File: src/rtl/sound_event_sequencer.sv
// sound_event_sequencer: converts raw collision levels into frame-timed,
// mutually exclusive sound requests for the audio processing unit.
// Sources are indexed sword=bit0, sheep=bit1, player=bit2. Event ids are
// 1=sword, 2=sheep, 3=player. A larger id means a higher priority.
module sound_event_sequencer #(
    parameter int CNT_BITS   = 5,
    parameter int DUR_SWORD  = 6,
    parameter int DUR_SHEEP  = 12,
    parameter int DUR_PLAYER = 20
) (
    input  logic       clk,
    input  logic       reset,
    input  logic       frame_end,
    input  logic       sword_hit,
    input  logic       sheep_hit,
    input  logic       player_hit,
    output logic       SwordDragonCollision,
    output logic       SheepDragonCollision,
    output logic       PlayerDragonCollision,
    output logic [1:0] event_id,
    output logic       busy
);

    localparam logic [1:0] IDLE = 2'd0;
    localparam logic [1:0] PLAY = 2'd1;
    localparam logic [1:0] GAP  = 2'd2;

    // A duration of zero is treated as one frame so the counter never wraps.
    localparam logic [CNT_BITS-1:0] LEN_SWORD  = (DUR_SWORD  == 0) ? CNT_BITS'(1) : CNT_BITS'(DUR_SWORD);
    localparam logic [CNT_BITS-1:0] LEN_SHEEP  = (DUR_SHEEP  == 0) ? CNT_BITS'(1) : CNT_BITS'(DUR_SHEEP);
    localparam logic [CNT_BITS-1:0] LEN_PLAYER = (DUR_PLAYER == 0) ? CNT_BITS'(1) : CNT_BITS'(DUR_PLAYER);

    logic [1:0]          state;
    logic [2:0]          hit_q;
    logic [2:0]          pending;
    logic [CNT_BITS-1:0] remaining;

    logic [2:0]          hits;
    logic [2:0]          rise;
    logic [1:0]          rise_id;
    logic [1:0]          pend_id;
    logic [2:0]          rise_mask;
    logic [2:0]          pend_mask;

    logic [1:0]          n_state;
    logic [2:0]          n_pend;
    logic [CNT_BITS-1:0] n_rem;
    logic [1:0]          n_ev;
    logic                n_busy;

    function automatic logic [2:0] id_mask(input logic [1:0] id);
        case (id)
            2'd1:    return 3'b001;
            2'd2:    return 3'b010;
            2'd3:    return 3'b100;
            default: return 3'b000;
        endcase
    endfunction

    function automatic logic [1:0] top_id(input logic [2:0] v);
        if (v[2])      return 2'd3;
        else if (v[1]) return 2'd2;
        else if (v[0]) return 2'd1;
        else           return 2'd0;
    endfunction

    function automatic logic [CNT_BITS-1:0] dur_of(input logic [1:0] id);
        case (id)
            2'd1:    return LEN_SWORD;
            2'd2:    return LEN_SHEEP;
            2'd3:    return LEN_PLAYER;
            default: return '0;
        endcase
    endfunction

    assign hits      = {player_hit, sheep_hit, sword_hit};
    assign rise      = hits & ~hit_q;
    assign rise_id   = top_id(rise);
    assign pend_id   = top_id(pending);
    assign rise_mask = id_mask(rise_id);
    assign pend_mask = id_mask(pend_id);

    // Next-state logic: start, preempt, retrigger, queue and frame counting.
    always_comb begin
        n_state = state;
        n_pend  = pending;
        n_rem   = remaining;
        n_ev    = event_id;
        case (state)
            IDLE: begin
                if (rise_id != 2'd0) begin
                    n_state = PLAY;
                    n_ev    = rise_id;
                    n_rem   = dur_of(rise_id);
                    n_pend  = (pending | rise) & ~rise_mask;
                end else if (pend_id != 2'd0) begin
                    n_state = PLAY;
                    n_ev    = pend_id;
                    n_rem   = dur_of(pend_id);
                    n_pend  = pending & ~pend_mask;
                end
            end
            GAP: begin
                if (rise_id != 2'd0) begin
                    n_state = PLAY;
                    n_ev    = rise_id;
                    n_rem   = dur_of(rise_id);
                    n_pend  = (pending | rise) & ~rise_mask;
                end else if (frame_end) begin
                    if (pend_id != 2'd0) begin
                        n_state = PLAY;
                        n_ev    = pend_id;
                        n_rem   = dur_of(pend_id);
                        n_pend  = pending & ~pend_mask;
                    end else begin
                        n_state = IDLE;
                    end
                end
            end
            PLAY: begin
                if (rise_id > event_id) begin
                    // Preemption: the displaced event is dropped, not queued.
                    n_ev   = rise_id;
                    n_rem  = dur_of(rise_id);
                    n_pend = (pending | (rise & ~id_mask(event_id))) & ~rise_mask;
                end else if (rise_id == event_id) begin
                    n_rem  = dur_of(event_id);
                    n_pend = pending | (rise & ~rise_mask);
                end else begin
                    n_pend = pending | rise;
                    if (frame_end) begin
                        if (remaining <= CNT_BITS'(1)) begin
                            n_state = GAP;
                            n_ev    = 2'd0;
                            n_rem   = '0;
                        end else begin
                            n_rem = remaining - CNT_BITS'(1);
                        end
                    end
                end
            end
            default: begin
                n_state = IDLE;
                n_ev    = 2'd0;
                n_rem   = '0;
            end
        endcase
        n_busy = (n_state != IDLE) || (n_pend != 3'b000);
    end

    // State, edge-detect history and registered outputs.
    always_ff @(posedge clk) begin
        if (!reset) begin
            state                 <= IDLE;
            hit_q                 <= hits;
            pending               <= 3'b000;
            remaining             <= '0;
            event_id              <= 2'd0;
            busy                  <= 1'b0;
            SwordDragonCollision  <= 1'b0;
            SheepDragonCollision  <= 1'b0;
            PlayerDragonCollision <= 1'b0;
        end else begin
            state                 <= n_state;
            hit_q                 <= hits;
            pending               <= n_pend;
            remaining             <= n_rem;
            event_id              <= n_ev;
            busy                  <= n_busy;
            SwordDragonCollision  <= (n_ev == 2'd1);
            SheepDragonCollision  <= (n_ev == 2'd2);
            PlayerDragonCollision <= (n_ev == 2'd3);
        end
    end

endmodule

File: config.mk
export PLATFORM = sky130hd
export DESIGN_NAME = sound_event_sequencer
export DESIGN_NICKNAME = d
export VERILOG_FILES = /design/src/rtl/sound_event_sequencer.sv
export SDC_FILE = /design/constraint.sdc
export NUM_CORES = 1
export LEC_CHECK = 0
export BUFFER_PORTS_ARGS = -buffer_cell sky130_fd_sc_hd__buf_2
export CAP_MARGIN = 10
export CORE_UTILIZATION = 40
export DETAILED_ROUTE_END_ITERATION = 8
export PLACE_DENSITY = 0.67
export SYNTH_ARGS = -nofsm -noshare
export SYNTH_HDL_FRONTEND = slang
export SYNTH_SLANG_ARGS = --single-unit
export TNS_END_PERCENT = 5
File: constraint.sdc
create_clock -name clk -period 3.8 [get_ports clk]
set_input_delay 0.19 -clock clk [delete_from_list [all_inputs] [get_ports clk]]
set_output_delay 0.19 -clock clk [all_outputs]
set_load 0.02 [all_outputs]
# Yosys cells after proc, flatten, opt, wreduce, memory -nomap -nowiden
# Index checks and enable logic that the tools add are counted.
dict set report op_classes {
  reduce_logical 7
  n_lt_le_gt_ge 2
  n_eq_ne 17
  muxes 49
  n_addsub 1
  n_bitwise 13
}
# operator count
set op_table {}
lappend op_table {{case mux 5 bit (3 select lines)} 4}
lappend op_table {{2-to-1 mux 2 bit} 20}
lappend op_table {{2-to-1 mux 5 bit} 8}
lappend op_table {{case mux 3 bit (3 select lines)} 4}
lappend op_table {{2-to-1 mux 3 bit} 8}
lappend op_table {{AND 3 bit} 6}
lappend op_table {{equality test 2 bit (second input constant)} 9}
lappend op_table {{inverter 3 bit} 4}
lappend op_table {{case mux 2 bit (3 select lines)} 2}
lappend op_table {{equality test 2 x 1 -> 1 bit (second input constant)} 5}
lappend op_table {{bitwise OR 3 bit} 3}
lappend op_table {{nonzero test 2 bit} 3}
lappend op_table {{less-or-equal comparator 5 x 1 -> 1 bit (second input constant)} 1}
lappend op_table {{subtractor 5 x 1 -> 5 bit (second input constant)} 1}
lappend op_table {{!= test 4 bit (second input constant)} 1}
lappend op_table {{2-to-1 mux 1 bit} 3}
lappend op_table {{!= test 3 bit (second input constant)} 1}
lappend op_table {{nonzero test 3 bit} 1}
lappend op_table {{equality test 2 bit} 1}
lappend op_table {{greater-than comparator 2 bit} 1}
lappend op_table {{logical NOT 2 bit} 1}
lappend op_table {{AND reduction 2 bit} 1}
lappend op_table {{logical OR 1 bit} 1}
dict set report totals {
  in_bits 6
  ff_bits 19
  word_cells 98
}

# Longest topological paths before layout
dict set report depth {
  ltp_word 16
  mapped_depth 11
  depth_no_buf 9
}

# Least setup slack after synthesis
# OpenSTA, ideal clock, no wires.
dict set report synth_path {
  path_kind {flip-flop to flip-flop}
  start {register hit_q[2]}
  end {register busy}
  t_required_ns 3.680
  setup_slack_ns 1.648
  path_stages_with_launch 10
  path_buffers 0
  t_arrival_ns 2.033
  path_cell_list {dfxtp_1 > nand2b_1 > nand2_1 > ha_1 > and2b_1 > o21a_4 > nand4_1 > a41oi_1 > nor3_1 > o31a_1}
}
dict set report synth_between {
  elab_chain_len 13
}
# item line
set synth_lines {}
lappend synth_lines {{start: declaration} 34} ;# logic [2:0] hit_q;
lappend synth_lines {{start signal: assignment} 155} ;# hit_q <= hits;
lappend synth_lines {{start signal: assignment} 165} ;# hit_q <= hits;
lappend synth_lines {{inverter 3 bit (*)} 77} ;# assign rise = hits & ~hit_q;
lappend synth_lines {{AND 3 bit (*)} 77}
lappend synth_lines {{2-to-1 mux 2 bit} 61} ;# if (v[2]) return 2'd3;
lappend synth_lines {{equality test 2 bit / equality test 2 x 1 -> 1 bit (equally long branches)} 52} ;# case (id)
lappend synth_lines {{case mux 3 bit (3 select lines)} 52}
lappend synth_lines {{inverter 3 bit} n/a}
lappend synth_lines {{AND 3 bit} 128} ;# n_pend = pending | (rise & ~rise_mask);
lappend synth_lines {{bitwise OR 3 bit} 128}
lappend synth_lines {{2-to-1 mux 3 bit} 126} ;# end else if (rise_id == event_id) begin
lappend synth_lines {{2-to-1 mux 3 bit} 121} ;# if (rise_id > event_id) begin
lappend synth_lines {{case mux 3 bit (3 select lines)} 89} ;# case (state)
lappend synth_lines {{nonzero test 3 bit} 148} ;# n_busy = (n_state != IDLE) || (n_pend != 3'b000);
lappend synth_lines {{logical OR 1 bit (*)} 148}
lappend synth_lines {{end signal: assignment} 169} ;# busy <= n_busy;
lappend synth_lines {{end: declaration} 21} ;# output logic busy
# Every way passes the cells marked *; elsewhere a longest branch is shown, timed or not.
# A chain may end at the register's enable or synchronous reset.

# Worst setup path in the final report
dict set report layout_path {
  start {register hit_q[0]}
  end {register busy}
}
dict set report layout_between {
  elab_chain_len 15
}
# item line
set layout_lines {}
lappend layout_lines {{inverter 3 bit (*)} 77}
lappend layout_lines {{AND 3 bit (*)} 77}
lappend layout_lines {{2-to-1 mux 1 bit} 63} ;# else if (v[0]) return 2'd1;
lappend layout_lines {{2-to-1 mux 2 bit} 62} ;# else if (v[1]) return 2'd2;
lappend layout_lines {{2-to-1 mux 2 bit} 61}
lappend layout_lines {{equality test 2 bit / equality test 2 x 1 -> 1 bit (equally long branches)} 52}
lappend layout_lines {{case mux 3 bit (3 select lines)} 52}
lappend layout_lines {{inverter 3 bit} n/a}
lappend layout_lines {{AND 3 bit} 128}
lappend layout_lines {{bitwise OR 3 bit} 128}
lappend layout_lines {{2-to-1 mux 3 bit} 126}
lappend layout_lines {{2-to-1 mux 3 bit} 121}
lappend layout_lines {{case mux 3 bit (3 select lines)} 89}
lappend layout_lines {{nonzero test 3 bit} 148}
lappend layout_lines {{logical OR 1 bit (*)} 148}
# Marked as above.

==> impl_metrics.csv <==
group,metric,value,unit
die,die_y,58.9,µm
clock_tree,post-cts-setup-buffers,0,
logic_synthesis,ys_ff_latch,19,
die,rows,20,
timing,rsz0062_at_grt,"no",
die,io_pins,12,
layout,drive_gt1_share,16.7,%
timing,drv_slew,0,
timing,relSlewSlack,54.5,%
logic_synthesis,async_flop_share,0,%
timing,finalCritPeriodShare,71.4,%
detailed_routing,ant_nets,0,
timing,fin_skew,0.0109,ns
clock_tree,cts_buffers,3,
logic_synthesis,ys_seq_area_share,29.4,%
die,die_x,58.9,µm
status,failed_checks,"negative hold slack",
detailed_routing,wire_per_inst,15.2,µm
setup_path,worst-path-max-fanout,8,
die,core_area,3050,µm²
setup_path,crit_arrival,2.93,ns
logic_synthesis,yosys-top-cells-area,"dfxtp_1 29%, a21oi_1 5.0%, nor3_1 4.3%",
placed_design,hpwl,2320,µm
clock_tree,htree_levels,1,
timing,fmax,369,MHz
timing,finalHoldViolCount,1,
placed_design,placed_cells,201,
pwr,power,653,µW
worst_hold_path,hold_depth,1,
clock_tree,root_buffer,"clkbuf_4",
detailed_routing,via_count,1229,
status,status,"complete, but fails checks",
clock_tree,worst_skew_pair.late_latency,0.32,ns
timing,final.setup.tns,0,ns
layout,layout_common_cells,"19 x dfxtp_1, 13 x a21oi_1, 13 x nor2_1",
worst_hold_path,worst_hold_path_type,"in -> reg",
job,max_cap_violations,0,
pwr,peakVddDrop,0.252,mV
clock_tree,cts_resized,0,
timing,period_needed,2.71,ns
grt,grt_pass1_vias,1099,
placed_design,port_buffers,11,
setup_path,startpoint_type,"flop",
layout,final_util,45.3,%
logic_synthesis,syn_inst,153,
clock_tree,clock_path_buffers,2,
detailed_routing,firstDrtPassIters,5,
setup_path,worstSetupPathType,"reg -> reg",
setup_path,r2r_cells,9,
grt,grt.overflow.total,0,
detailed_routing,vias_per_cell,5.97,
clock_tree,cts_tree,"yes",
logic_synthesis,ys_types,53,
clock_tree,ctsHoldBuffers,1,
timing,tightest_slew,0.674,ns
grt,grt_max_degree,20,
layout,area_delta_synth_final,6.96,%
logic_synthesis,synth_edf_count,0,
logic_synthesis,avgSynthCellArea,8.46,µm²
logic_synthesis,syn-num-nets,163,
logic_synthesis,yosys_warnings,0,
detailed_routing,wl,3120,µm
timing,hold_slack,-0.00172,ns
detailed_routing,first_iter_violations,72,
detailed_routing,drcViolationCount,0,
logic_synthesis,synth_top_area_cell,"dfxtp_1",
logic_synthesis,syn_area,1290,µm²
pwr,p_leak,0.000536,µW
logic_synthesis,synth.top_cell.area_share,29.4,%
grt,grt_antenna_before_repair,0,
die,dieArea,3470,µm²
grt,grt_pass1_wl,4930,µm
setup_path,crit_path_end_kind,"flop",
placed_design,gp_congestion,0.921,
layout,instances_no_fill,206,
logic_synthesis,synth_ff_type,"dfxtp_1",
timing,finalSetupViolCount,0,
layout,antenna_cells,0,
setup_path,worst-endpoint-required,4.02,ns
clock_tree,clk_pin_slew,0.11,ns
layout,layout_commonest_cell,"dfxtp_1",
die,start_util,42.4,%
grt,grtUsageTotal,18.9,%
layout,final_nets,173,
pwr,powerDensity,472,nW/µm²
clock_tree,clkSinkCount,19,
==> metrics by stage <==
stage,cell area [µm²],setup WS (ns)
3_3_place_gp,1350,1.23
4_1_cts,1380,1.13
3_5_place_dp,1350,1.15
5_1_grt,1380,0.905
6_report,1380,1.09
2_1_floorplan,1290,1.65
==> state kept, by name (all words and copies together) (netlist names) <==
signal                 cells
remaining                  5
hit_q                      3
pending                    3
event_id                   2
state                      2
PlayerDragonCollision      1
SheepDragonCollision       1
SwordDragonCollision       1
busy                       1
==> worst max-delay path: stages, from the launching register on <==
cell	delay (ns)
dfxtp_1	0.34
nor2b_1	0.50
a21oi_1	0.20
ha_1	0.36
and2_1	0.26
nand2_1	0.09
a31o_2	0.24
o311ai_0	0.17
nand4_1	0.19
o31a_1	0.27
==> cell usage after synthesis (all sizes together), types with 2 or more instances <==
cell type	number
dfxtp	19
a21oi	13
nor2	13
nor3	12
o21ai	12
nand2b	8
buf	7
inv	7
nand2	6
a31oi	5
ha	4
nor2b	4
and2	3
and2b	3
nand3	3
a221oi	2
a31o	2
nand4	2
nor4	2
o21a	2
o32a	2
==> worst paths after layout <==
check,end,slack [ns],startpoint
worst min-delay path,hit_q[2],-0.002,player_hit
worst min register to register,remaining[1],0.60,remaining[1]
worst max register to register,busy,1.09,hit_q[0]
worst max-delay path,busy,1.09,hit_q[0]
==> metal layers <==
| layer | share of wire (%) | wire [µm] | track usage [%] |
|---|---|---|---|
| met5 | 0 | 0 | 0 |
| met4 | 2.8 | 87 | 10.9 |
| met3 | 7.2 | 224 | 1.54 |
| met2 | 49 | 1520 | 32.0 |
| met1 | 41 | 1290 | 23.5 |
==> cell type report <==
type                    instances  area, µm²
clock buffers                   4       26.3
fillers                       307       1670
inverters                       7       26.3
multi-input cells             120        831
flip-flops and latches         19        380
well taps                      44       55.1
repair buffers                 12       65.1
==> cells by family (layout without fill, tap and decap cells) <==
family	after synthesis	in the layout	share of synthesized area (%)
compound gates	51	51	30.5
xor+xnor	2	2	1.35
fa+ha+maj	4	4	3.87
buf+inv	14	23	6.38
flops	19	19	29.4
mux	1	1	0.774
simple gates	62	62	27.8
==> power breakdown <==
group          internal (µW)  switching [µW]  leakage [µW]
combinational            122             165      0.000364
clock                   41.1            64.4     0.0000150
sequential               224            35.7      0.000157
total                    388             265      0.000536
(Power assumes the default switching activity.)
